--- src/rtl/alu_seq.sv ---
`default_nettype none
// ============================================================================
// Module   : alu_seq
// Purpose  : Registered ALU with a start/busy/done handshake. Single-cycle
//            ops are add, sub, and, or, xor, sll and srl. MUL is an unsigned
//            shift-add multiply that takes WIDTH iterations and produces a
//            2*WIDTH-bit result in {hi,S}. Carry, overflow, zero and negative
//            flags are registered together with the result.
// Ports    : clk, rst (async, active-high)
//            start, op[2:0], A, B     - request; sampled only while busy=0
//            S, hi                    - result (hi is 0 except for MUL)
//            C, Ov, Z, N              - flags
//            busy, done               - handshake (done is a one-cycle pulse)
// Revision : 1.0 - initial release
// ============================================================================
module alu_seq #(
    parameter int WIDTH = 8
) (
    input  logic             clk,
    input  logic             rst,
    input  logic             start,
    input  logic [2:0]       op,
    input  logic [WIDTH-1:0] A,
    input  logic [WIDTH-1:0] B,
    output logic [WIDTH-1:0] S,
    output logic [WIDTH-1:0] hi,
    output logic             C,
    output logic             Ov,
    output logic             Z,
    output logic             N,
    output logic             busy,
    output logic             done
);

    localparam int c_SHW = $clog2(WIDTH);
    localparam logic [c_SHW-1:0] c_CNT_LAST = c_SHW'(WIDTH - 1);

    localparam logic [2:0] c_OP_ADD = 3'b000;
    localparam logic [2:0] c_OP_SUB = 3'b001;
    localparam logic [2:0] c_OP_AND = 3'b010;
    localparam logic [2:0] c_OP_OR  = 3'b011;
    localparam logic [2:0] c_OP_XOR = 3'b100;
    localparam logic [2:0] c_OP_MUL = 3'b101;
    localparam logic [2:0] c_OP_SLL = 3'b110;
    localparam logic [2:0] c_OP_SRL = 3'b111;

    typedef enum logic [1:0] {
        ST_IDLE = 2'd0,
        ST_EXEC = 2'd1,
        ST_MUL  = 2'd2
    } state_t;

    state_t                 r_state;
    logic [2:0]             r_op;
    logic [WIDTH-1:0]       r_a;
    logic [WIDTH-1:0]       r_b;
    logic [2*WIDTH-1:0]     r_acc;
    logic [c_SHW-1:0]       r_cnt;

    logic [WIDTH:0]         w_sum;
    logic [WIDTH:0]         w_diff;
    logic [WIDTH:0]         w_sll;
    logic [WIDTH:0]         w_srl;
    logic [c_SHW-1:0]       w_amt;
    logic [WIDTH:0]         w_mul_sum;
    logic [WIDTH-1:0]       w_s;
    logic [WIDTH-1:0]       w_hi;
    logic                   w_c;
    logic                   w_ov;
    logic                   w_z;

    // One shift-add step: the low half of the accumulator holds the remaining
    // multiplier bits, the high half the partial product. The carry of the
    // add becomes the new top bit as the whole accumulator shifts right.
    assign w_mul_sum = {1'b0, r_acc[2*WIDTH-1:WIDTH]}
                     + (r_acc[0] ? {1'b0, r_a} : {(WIDTH+1){1'b0}});

    assign w_amt  = r_b[c_SHW-1:0];
    assign w_sum  = {1'b0, r_a} + {1'b0, r_b};
    assign w_diff = {1'b0, r_a} - {1'b0, r_b};
    // Extra guard bit on each shift catches the last bit shifted out; for a
    // zero amount the guard bit stays 0.
    assign w_sll  = {1'b0, r_a} << w_amt;
    assign w_srl  = {r_a, 1'b0} >> w_amt;

    always_comb begin
        w_s  = '0;
        w_hi = '0;
        w_c  = 1'b0;
        w_ov = 1'b0;
        case (r_op)
            c_OP_ADD: begin
                w_s  = w_sum[WIDTH-1:0];
                w_c  = w_sum[WIDTH];
                w_ov = (r_a[WIDTH-1] == r_b[WIDTH-1]) &&
                       (w_sum[WIDTH-1] != r_a[WIDTH-1]);
            end
            c_OP_SUB: begin
                w_s  = w_diff[WIDTH-1:0];
                w_c  = w_diff[WIDTH];
                w_ov = (r_a[WIDTH-1] != r_b[WIDTH-1]) &&
                       (w_diff[WIDTH-1] != r_a[WIDTH-1]);
            end
            c_OP_AND: w_s = r_a & r_b;
            c_OP_OR:  w_s = r_a | r_b;
            c_OP_XOR: w_s = r_a ^ r_b;
            c_OP_MUL: begin
                w_s  = r_acc[WIDTH-1:0];
                w_hi = r_acc[2*WIDTH-1:WIDTH];
                w_c  = |r_acc[2*WIDTH-1:WIDTH];
                w_ov = |r_acc[2*WIDTH-1:WIDTH];
            end
            c_OP_SLL: begin
                w_s = w_sll[WIDTH-1:0];
                w_c = w_sll[WIDTH];
            end
            c_OP_SRL: begin
                w_s = w_srl[WIDTH:1];
                w_c = w_srl[0];
            end
            default: ;
        endcase
        w_z = ~|{w_hi, w_s};
    end

    always_ff @(posedge clk or posedge rst) begin
        if (rst) begin
            r_state <= ST_IDLE;
            r_op    <= '0;
            r_a     <= '0;
            r_b     <= '0;
            r_acc   <= '0;
            r_cnt   <= '0;
            S       <= '0;
            hi      <= '0;
            C       <= 1'b0;
            Ov      <= 1'b0;
            Z       <= 1'b0;
            N       <= 1'b0;
            busy    <= 1'b0;
            done    <= 1'b0;
        end else begin
            done <= 1'b0;
            case (r_state)
                ST_IDLE: begin
                    if (start) begin
                        r_op  <= op;
                        r_a   <= A;
                        r_b   <= B;
                        r_cnt <= '0;
                        busy  <= 1'b1;
                        if (op == c_OP_MUL) begin
                            r_acc   <= {{WIDTH{1'b0}}, B};
                            r_state <= ST_MUL;
                        end else begin
                            r_state <= ST_EXEC;
                        end
                    end
                end
                ST_MUL: begin
                    r_acc <= {w_mul_sum, r_acc[WIDTH-1:1]};
                    if (r_cnt == c_CNT_LAST) begin
                        // Final product is published from EXEC on the next edge.
                        r_cnt   <= '0;
                        r_state <= ST_EXEC;
                    end else begin
                        r_cnt <= r_cnt + 1'b1;
                    end
                end
                ST_EXEC: begin
                    S       <= w_s;
                    hi      <= w_hi;
                    C       <= w_c;
                    Ov      <= w_ov;
                    Z       <= w_z;
                    N       <= w_s[WIDTH-1];
                    done    <= 1'b1;
                    busy    <= 1'b0;
                    r_state <= ST_IDLE;
                end
                default: begin
                    busy    <= 1'b0;
                    r_state <= ST_IDLE;
                end
            endcase
        end
    end

endmodule
`default_nettype wire

--- config.mk ---
export PLATFORM = sky130hd
export DESIGN_NAME = alu_seq
export DESIGN_NICKNAME = d
export VERILOG_FILES = /design/src/rtl/alu_seq.sv
export SDC_FILE = /design/constraint.sdc
export NUM_CORES = 1
export LEC_CHECK = 0
export CORE_UTILIZATION = 55
export CTS_BUF_LIST = sky130_fd_sc_hd__clkbuf_8
export CTS_CLUSTER_SIZE = 16
export DETAILED_ROUTE_END_ITERATION = 10
export PLACE_DENSITY = 0.81
export SLEW_MARGIN = 40
export SYNTH_ARGS = -nofsm -noshare
export SYNTH_HDL_FRONTEND = slang
export SYNTH_SLANG_ARGS = --single-unit
export TNS_END_PERCENT = 20
--- constraint.sdc ---
create_clock -name clk -period 3.2 [get_ports clk]
set_clock_uncertainty 0.05 [all_clocks]
set_input_delay 0.32 -clock clk [delete_from_list [all_inputs] [get_ports clk]]
set_output_delay 0.32 -clock clk [all_outputs]
set_load 0.02 [all_outputs]
* Yosys cells after proc, flatten, opt, wreduce, memory -nomap -nowiden
Index checks and enable logic that the tools add are counted.
** Word-level totals
- Memories kept :: 0
- Latch bits :: 0
- Memory bits (writable) :: 0
- Bits in registers :: 62
- Output and inout bits :: 22
- Bits in read-only memories :: 0
- Word-level logic and storage cells :: 73
- Input bits :: 22
** Cells by class
- Add/subtract/negate cells :: 4
- Reductions and logical operators :: 13
- Shifts and indexed selects :: 2
- Equal/unequal tests :: 18
- Multipliers :: 0
- Bitwise logic cells :: 4
- Divide/modulo/power cells :: 0
- Muxes and demuxes :: 18
- $lt $le $gt $ge :: 0
** Operators by type and width (number)
- 8-bit one-hot mux with 8 select lines :: 1
- 16-bit two-way mux :: 2
- 16-bit one-hot mux with 2 select lines :: 1
- 8-bit by 8-bit adder with 9-bit output :: 2
- 3-bit equality test (second input constant) :: 6
- 8-bit two-way mux :: 2
- 16-bit OR reduction :: 1
- 8-bit by 3-bit << shifter with 9-bit output :: 1
- 9-bit by 3-bit right shift with 9-bit output :: 1
- 8-bit by 8-bit subtractor with 9-bit output :: 1
- 8-bit AND :: 1
- 8-bit bitwise OR :: 1
- 2-bit AND reduction :: 4
- 8-bit OR reduction :: 1
- 8-bit bitwise XOR :: 1
- 3-bit by 2-bit equality test with 1-bit output (second input constant) :: 2
- 2-bit two-way mux :: 3
- 3-bit two-way mux :: 2
- 2-bit != test (second input constant) :: 3
- 3-bit one-hot mux with 2 select lines :: 1
- 1-bit one-hot mux with 5 select lines :: 1
- 2-bit one-hot mux with 2 select lines :: 1
- 3-bit by 1-bit adder with 3-bit output (second input constant) :: 1
- 3-bit by 1-bit equality test with 1-bit output (second input constant) :: 1
- 14 further kinds :: 18

* Logic depth before layout (Yosys ltp)
Gate-level depths: netlist of the first run.
- Depth in word-level cells :: 4
- Mapped depth :: 11
- Mapped depth without buffers :: 11

* Worst setup path after synthesis of the first run
Ideal clock, no wire load.
- Kind :: reg2reg
- From :: register r_b[1]
- To :: register Z
- Buffers on the path :: 2
- Arrival :: 2451 ps
- Stages on the path, launching flop included :: 12
- Period minus slack after synthesis :: 2596 ps
- Setup time :: 95 ps
- Path slack :: 604 ps
- Path through :: dfrtp_1 -> buf_6 -> buf_2 -> inv_1 -> ha_1 -> a21o_1 -> a221o_1 -> o41ai_2 -> xnor2_1 -> nor2_1 -> o21ai_0 -> o31ai_1
** Between the ends
- Cells in the longest elaborated chain, start to end :: 4
- Elaborated cells on any way between the ends :: 10
- Those cells by class :: add/sub (2); shift (2); mux (1); bitwise (3); reduce/logical (2)
** RTL lines
- start: declaration :: RTL line 56 : logic [WIDTH-1:0] r_b;
- start signal: assignment :: RTL line 131 : r_b <= '0;
- start signal: assignment :: RTL line 149 : r_b <= B;
- 8-bit by 8-bit subtractor with 9-bit output, or another cell as far along :: RTL line 80 : assign w_diff = {1'b0, r_a} - {1'b0, r_b};
- 8-bit one-hot mux with 8 select lines (*) :: RTL line 91 : case (r_op)
- 16-bit OR reduction (*) :: RTL line 123 : w_z = ~|{w_hi, w_s};
- 1-bit logical NOT (*) :: RTL line 123
- end signal: assignment :: RTL line 175 : Z <= w_z;
- end: declaration :: RTL line 29 : output logic Z,
Every way passes the cells marked *; elsewhere a longest branch is shown, timed or not.
A chain may end at the register's enable or synchronous reset.

* Final worst setup path of the first run
- From :: register r_a[4]
- To :: register Z
** Between the ends
- Cells in the longest elaborated chain, start to end :: 4
- Elaborated cells on any way between the ends :: 10
- Those cells by class :: add/sub (2); shift (2); mux (1); bitwise (3); reduce/logical (2)
** RTL lines
- start: declaration :: RTL line 55 : logic [WIDTH-1:0] r_a;
- start signal: assignment :: RTL line 130 : r_a <= '0;
- start signal: assignment :: RTL line 148 : r_a <= A;
- 8-bit by 8-bit subtractor with 9-bit output, or another cell as far along :: RTL line 80
- 8-bit one-hot mux with 8 select lines (*) :: RTL line 91
- 16-bit OR reduction (*) :: RTL line 123
- 1-bit logical NOT (*) :: RTL line 123
Marks and branches as above.

==> metrics list, run 1 <==
- CTS Buf Count: 9
- Buffers inserted to repair hold after CTS numbered 0.
* Post-synthesis async set-or-reset flop share: 1.00
* Cell-by-cell listing of the critical path: inv_1 > ha_1 > nor3_1 > a2111oi_0 > o22ai_1 > xnor2_1 > a21oi_1 > o21ai_0 > o31ai_1
* Proportion of netlist area held by the largest area contributor: 0.334
* Required time at the worst-slack endpoint: 3.41 ns
* Yosys Warn Count: 0
* Cells after synthesis: 543
- In this design, the largest share of critical-path delay is due to compound AO/OA/AOI/OAI gates.
* Later-pin clock latency in the skew report: 0.35 ns
- Hold WC Path Type: primary input to async pin
- At the pin with the least slew margin, the transition time is between 0.7 and 0.8 ns.
- For this design, the slowest cell found on the critical path is sky130_fd_sc_hd__ha_1.
- Synth cell count leaders: sky130_fd_sc_hd__nand2_1, sky130_fd_sc_hd__dfrtp_1, sky130_fd_sc_hd__o21ai_0
* Vias in the first global route: 4122
- Summed over all cells, the static leakage comes to ~2.4 nW.
* Post-Syn Nets: about 600
- Registers take between 1500 and 2000 um2.
* Number of placed instances, taps included: 666
* Layout cells sized above 1: 0.0879
- Register area share after synthesis: 0.334
- In this run the tool buffered the top-level ports with 43 buffer cells.
- In the routed layout, each cell is associated on average with a via count of about 6.2.
- Across all register-to-register paths, the minimum setup slack is approximately 0.38 ns.
- Clock sink count: 61
- TritonCTS clock tree: done
- Maximum number of pins on one net before global-route repair: 39
- HPWL after detailed placement: roughly 10000 um
* Level count of the clock H-tree: 3
- Kind of capture point of the worst setup path: flop
* Longest individual stage delay on the worst path: 0.55 ns
* Unrepaired setup endpoints after global routing: false
- Minimum clock period: roughly 2.8 ns
- Final clock period utilization by the worst path: 0.882
* Ys flop type: sky130_fd_sc_hd__dfrtp_1
- After global routing the overflow that remains totals 0.
- Across every metal layer, demand over resource in global routing totals 0.336.
* Worst-path maximum fanout: 13
* Global placement routability congestion: about 0.96
- Final count of hold timing violations: 0
* Post-CTS Resized: 0
- Summing all multi-input logic gate instances after layout gives approximately 2800 um2.
* Worst max-slew margin expressed relative to the limit: 0.524
* Die H: around 93 um
- Once the clock tree was built, the setup fixing pass inserted 0 buffers.
* Worst ir drop on vdd: 0.000485 V
- Clock-pin slew on the worst setup and hold paths: 0.08 ns
* Post-Syn Area per Cell: 8.41 um2
* EDFF count, synth: 0
* Antenna diode instance count: 0
- Number of DRC markers in iteration 0: 499
- DIE AREA: between 8000 and 9000 um2
* Beginning of the critical path: r_a[4]
- Initial antenna violation count: 0
* Count of different cell masters after synthesis: 65
- Max-cap violations in this run came to 0.
* Total via count after detailed routing: roughly 4300
- STA classifies the critical path startpoint as a flop.
* Final count of pins violating max slew: 0
* Drt wl/cell: around 20 um
- The most common cell in the synthesized netlist is sky130_fd_sc_hd__nand2_1.
- Wire length after detailed routing: 13400 um
- Utilization after layout: 0.668
* I/O pin count: between 40 and 50
- For this run, design rule violations remaining after detail routing come to 0.
- Data arrives at the worst endpoint at ~3.0 ns.
* Number of buffer and inverter stages on the critical path: 1
* Initial cell density of the core: 0.579
- The first detailed-routing pass ran for 5 iterations.
- Pwr Total: between 4 and 5 mW
* Total core area: a little under 8000 um2
* FMAX: ~0.35 GHz
- The detail route stage leaves a number of antenna-violating nets equal to 0.
- Wire length of the first global-routing pass: ~22000 um
- Number of core rows: 32
- Endpoints failing setup: 0
- The largest total area in the synthesized netlist belongs to sky130_fd_sc_hd__dfrtp_1.
- The startpoint identified for the worst register-to-register timing path is r_a[4].
* Number of standard cells in the final layout excluding fillers: 682
* Number of filler cells placed in the layout: around 640
- Result of the run: finished clean
- Final nets: 635
- The setup path with the least slack is of type flop to flop.
- Main area contributors after synthesis: sky130_fd_sc_hd__dfrtp_1, sky130_fd_sc_hd__ha_1, sky130_fd_sc_hd__nand2_1, sky130_fd_sc_hd__o21ai_0, sky130_fd_sc_hd__mux4_2
- Width of the chip: between 90 and 100 um
- In this run, synthesis produced a sequential element count of 61.
* Accumulated negative setup slack: 0 ns
- Cell chosen for the clock root: sky130_fd_sc_hd__clkbuf_8
- Final Worst Setup Slack: 0.378 ns
* Number of buffers on the longest clock path: 2
- OpenSTA, run right after detailed placement, puts the worst setup slack at 0.471 ns.
* Growth of design area from synthesis to finish: 15.5%
* Synthesized area: ~4600 um2
- Areal power density over the cells: between 900 and 1000 nW/um2
## placed cells by master, fill, tap and decap left out, drive strengths merged, types with 5 or more instances in the layout
master and instances:
o21bai 6, o31ai 5, nor2 40, inv 31, o21ai 43, mux4 8, clkdlybuf4s50 43, ha 35
nand2b 9, nand3 15, xnor2 12, nor2b 14, nand2 86, dfrtp 61, a21oi 29, clkbuf 9
o22ai 10, clkinv 5, buf 14, a21o 8, and3 6, a31oi 12, nor3 6
## final timing paths
| check | end | cells past startpoint |
|---|---|---|
| max in group asynchronous | r_cnt[0] | 3 |
| worst min register to register | hi[5] | 2 |
| min in group clk | hi[5] | 2 |
| worst max-delay path | Z | 9 |
| worst min-delay path | r_b[7] | 2 |
| worst max register to register | Z | 9 |
## final cells by class
type / instances / area share
Clock buffer: 9 / 0.0235
Clock inverter: 7 / 0.0142
Inverter: 32 / 0.0230
Multi-Input combinational cell: 414 / 0.524
Sequential cell: 61 / 0.290
Tap cell: 102 / 0.0242
Timing Repair Buffer: 57 / 0.102
## layer usage
layer  routed length, um  GRT usage  vias to the layer above  share of wire
met1                5850      0.458                     2000           0.44
met4                 575      0.172                        0          0.043
li1                    -          -                     1978              -
met5                   0          0                        -              0
met3                1200     0.0813                       40          0.090
met2                5730      0.495                      239           0.43
## sequential cells by signal, indices dropped and copies added, names as in the netlist
| register | cells |
|---|---|
| C | 1 |
| Ov | 1 |
| S | 8 |
| Z | 1 |
| busy | 1 |
| done | 1 |
| hi | 8 |
| r_a | 8 |
| r_acc | 16 |
| r_b | 8 |
| r_cnt | 3 |
| r_op | 3 |
| r_state | 2 |
## worst register-to-register path, delay by kind of cell, from the launching register on
| kind | cells | cell delay, ns |
|---|---|---|
| buffers and inverters | 1 | 0.14 |
| and+or+nand+nor | 1 | 0.12 |
| xor gates and xnor gates | 1 | 0.15 |
| adders and majority gates | 1 | 0.55 |
| DFF | 1 | 0.54 |
| AOI/OAI and AO/OA | 5 | 1.20 |
## through the flow
stage,area [um2],hold WS (ns)
final,5270,0.304
after global routing,5270,0.353
after CTS,5270,0.392
after detailed placement,5070,0.406
after global placement,5070,0.401
after floorplan,4570,0.387
## report_power, final
group	switching, mW	internal (mW)
Clock	0.345	0.363
Sequential	0.323	1.03
Combinational	1.55	1.14
## logic make-up after synthesis
kind of cell	Yosys count	synth area share
buffers and inverters	68	0.0611
muxes	15	0.0565
and+or+nand+nor	201	0.206
adders and majority gates	38	0.109
AOI/OAI and AO/OA	147	0.208
DFF	61	0.334
xor gates and xnor gates	13	0.0249
(Power assumes the default switching activity.)
==> inputs of run 2 (changes only) <==
--- a/config.mk
+++ b/config.mk
@@ -9,7 +9,7 @@
 export CTS_BUF_LIST = sky130_fd_sc_hd__clkbuf_8
 export CTS_CLUSTER_SIZE = 16
 export DETAILED_ROUTE_END_ITERATION = 10
-export PLACE_DENSITY = 0.81
+export PLACE_DENSITY = 0.88
 export SLEW_MARGIN = 40
 export SYNTH_ARGS = -nofsm -noshare
 export SYNTH_HDL_FRONTEND = slang
==> run 2 against run 1 <==
  * First-iteration DRC count grew 0.60%
  * Sequential power is essentially flat
  * Global-route usage grew 0.36 points
  * Sequential cell count is the same
  * Critical endpoint unchanged
  * Register-to-register slack lost 0.06 ns
  * Cell area grew 0.45%
==> metrics list, run 2 (synthesis results as in run 1) <==
- The flow ran to the end, and the final reports show no timing, DRC or antenna violations.
- Internal power consumption: 2.63 mW
* Width of the chip: 93.1 um
- Endpoints failing setup: 0
- The worst setup path is of the flop to flop kind.
* Required time at the worst-slack endpoint: approximately 3.4 ns
- FMAX: 0.346 GHz
* Final hold slack: around 0.16 ns
- The HPWL after detailed placement is 10100 um.
- Layout cells sized above 1: 0.0862
- Vias in the first global route: ~4300
* Commonest cells after routing, fill and taps aside: sky130_fd_sc_hd__nand2_1, sky130_fd_sc_hd__dfrtp_1, sky130_fd_sc_hd__clkdlybuf4s50_1
- In this run, post-CTS hold repair placed 0 buffers.
- Setup total negative slack on the finished layout was measured at 0 ns.
* Number of nets still failing antenna checks after routing: 0
* Final Worst Setup Slack: roughly 0.31 ns
- Slew at the pin with the worst max-slew slack: ~0.66 ns
* Proportion of power drawn by combinational gates: 0.564
- After clock tree synthesis, the clock-pin slew on the worst setup and hold paths is around 0.080 ns.
- Detailed-routing iteration count for the pre-antenna-repair pass: 5
- Summed over all layers, the global routing overflow is 0.
- In the finished design, the share of the clock period the worst path needs comes to 0.902.
* Initial antenna violation count: 0
- IR analysis of the VDD net gives a maximum drop of 0.000447 V.
* Data arrival, critical path: between 3 and 4 ns
- Utilization after layout: 0.671
- Relative contribution of sequential cells to total power: 0.272
- Number of DRC markers in iteration 0: around 500
- The longest clock path from root to sink contains 2 buffers.
- Compared with the post-synthesis result, the final layout area differs by 16.0%.
* Minimum clock period: ~2.9 ns
- Wire length of the first global-routing pass: around 22000 um
* Later-pin clock latency in the skew report: roughly 0.35 ns
- Leakage: 2.40 nW
- The tool flagged a number of max-cap violations equal to 0.
- Hold WC Path Type: primary input to async pin
- Of the total power, the share spent switching nets is 0.462.
- Source of the worst register-to-register timing path: r_a[4]
* Total core area: ~8000 um2
* Beginning of the critical path: r_a[4]
* Kind of capture point of the worst setup path: flop
* Worst max-slew margin expressed relative to the limit: 0.558
- For this run, design rule violations remaining after detail routing come to 0.
- Areal power density over the cells: 925 nW/um2
* Level count of the clock H-tree: 3
- The share of total power dissipated in the clock network is 0.164.
- Initial cell density of the core: 0.579
- The endpoint identified for the worst register-to-register timing path is Z.
- CP endpoint: Z
- Crit-path slowest cell: sky130_fd_sc_hd__ha_1
- The initialized floorplan defines 32 standard-cell rows.
- Post-CTS Resized: 0
- In this run the count of I/O pins placed on the die edge is 44.
- The die is ~93 um tall.
* Drt wl/cell: approximately 20 um
- Post-CTS timing repair inserted 0 buffers for setup.
- Traced cell by cell, the critical path runs through inv_1 > ha_1 > nor3_1 > a2111oi_0 > o22ai_1 > xnor2_1 > a21oi_1 > o21ai_0 > o31ai_1.
* Unrepaired setup endpoints after global routing: false
* Flop-to-flop setup slack: 0.31 ns
- Entering global routing, the biggest net connects 39 pins.
- The number of max-slew violations in the final report was 0.
* Total via count after detailed routing: 4340
* Most common library cell in the layout ignoring fill and taps: sky130_fd_sc_hd__nand2_1
* Global placement routability congestion: 1.03
- In this design, the stage delay of the slowest critical-path cell is between 0.5 and 0.6 ns.
- Cell chosen for the clock root: sky130_fd_sc_hd__clkbuf_8
- Final count of hold timing violations: 0
* Global-route usage over all layers: 0.339
- Net Sw Power: ~2.3 mW
- Pre-CTS setup slack: about 0.44 ns
- Dividing the detail-routed via count by the number of cells gives 6.36.
* Clock sink count: 61
- Input and output buffers added on the ports amount to 43.
- The register with the most flip-flops in the layout has 16 of them.
- Critical path launch point type: flop
- Antenna diode instance count: 0
* Wire length after detailed routing: around 14000 um
- Worst-path maximum fanout: 13
- TritonCTS built the clock tree.
- Counting cells, the worst reg-to-reg path comes to 9.
- Final nets: around 640
* DIE AREA: around 8700 um2
- Counting flops per register, the top entry is r_acc.
- Buffers inserted during clock tree synthesis total 9.
[run 2: cell count changes in the layout (fill, tap and decap cells not counted)]
cell                         before  now
sky130_fd_sc_hd__clkinvlp_4       2    0
sky130_fd_sc_hd__inv_1           29   30
sky130_fd_sc_hd__clkinv_2         3    1
sky130_fd_sc_hd__inv_2            1    2
sky130_fd_sc_hd__inv_8            1    0
sky130_fd_sc_hd__inv_6            0    1
sky130_fd_sc_hd__clkbuf_8         9   10
sky130_fd_sc_hd__bufinv_16        1    2
[run 2: how the worst min path moves through the flow]
stage | to | slack (ns) | from
4_1_cts | Ov | 0.16 | rst
3_5_place_dp | hi[3] | 0.41 | hi[3]
6_report | Ov | 0.16 | rst
2_1_floorplan | r_a[0] | 0.39 | A[0]
5_1_grt | Ov | 0.18 | rst
3_3_place_gp | hi[4] | 0.40 | hi[4]
[run 2: power by group through the flow]
| stage | Clock (mW) | Combinational [mW] | Sequential [mW] |
|---|---|---|---|
| after floorplan | 0 | 1.85 | 1.33 |
| after global placement | 0 | 2.60 | 1.31 |
| after detailed placement | 0 | 2.65 | 1.34 |
| after CTS | 0.804 | 2.69 | 1.32 |
| after global routing | 0.841 | 3.00 | 1.37 |
| final | 0.804 | 2.76 | 1.33 |
[run 2: area by class of cell]
cell class / count / area (um2)
inverters: 32 / 120
fillers: 627 / 2590
well taps: 102 / 128
repair buffers: 57 / 536
multi-input cells: 414 / 2760
clock buffers: 10 / 138
flip-flops and latches: 61 / 1530
clock inverters: 6 / 86.3
[run 2: worst max-delay path, delay by kind of cell (launching register included)]
kind	cells	cell delay (ns)
adders and majority gates	1	0.54
AOI/OAI and AO/OA	5	1.27
xor gates and xnor gates	1	0.14
buffers and inverters	1	0.13
and+or+nand+nor	1	0.12
DFF	1	0.53
[run 2: routing by layer]
metal  wire length [um]  global-route usage
met1               5600               0.442
met2               6170               0.532
met3               1260              0.0846
met4                572               0.156
met5                  0                   0
[run 2: through the flow]
step                power [mW]  cells  cell area, um2
floorplan                 3.17    543            4570
global placement          3.91    666            5070
detailed placement        3.99    666            5070
CTS                       4.82    682            5290
global route              5.21    682            5300
finish                    4.90    682            5300
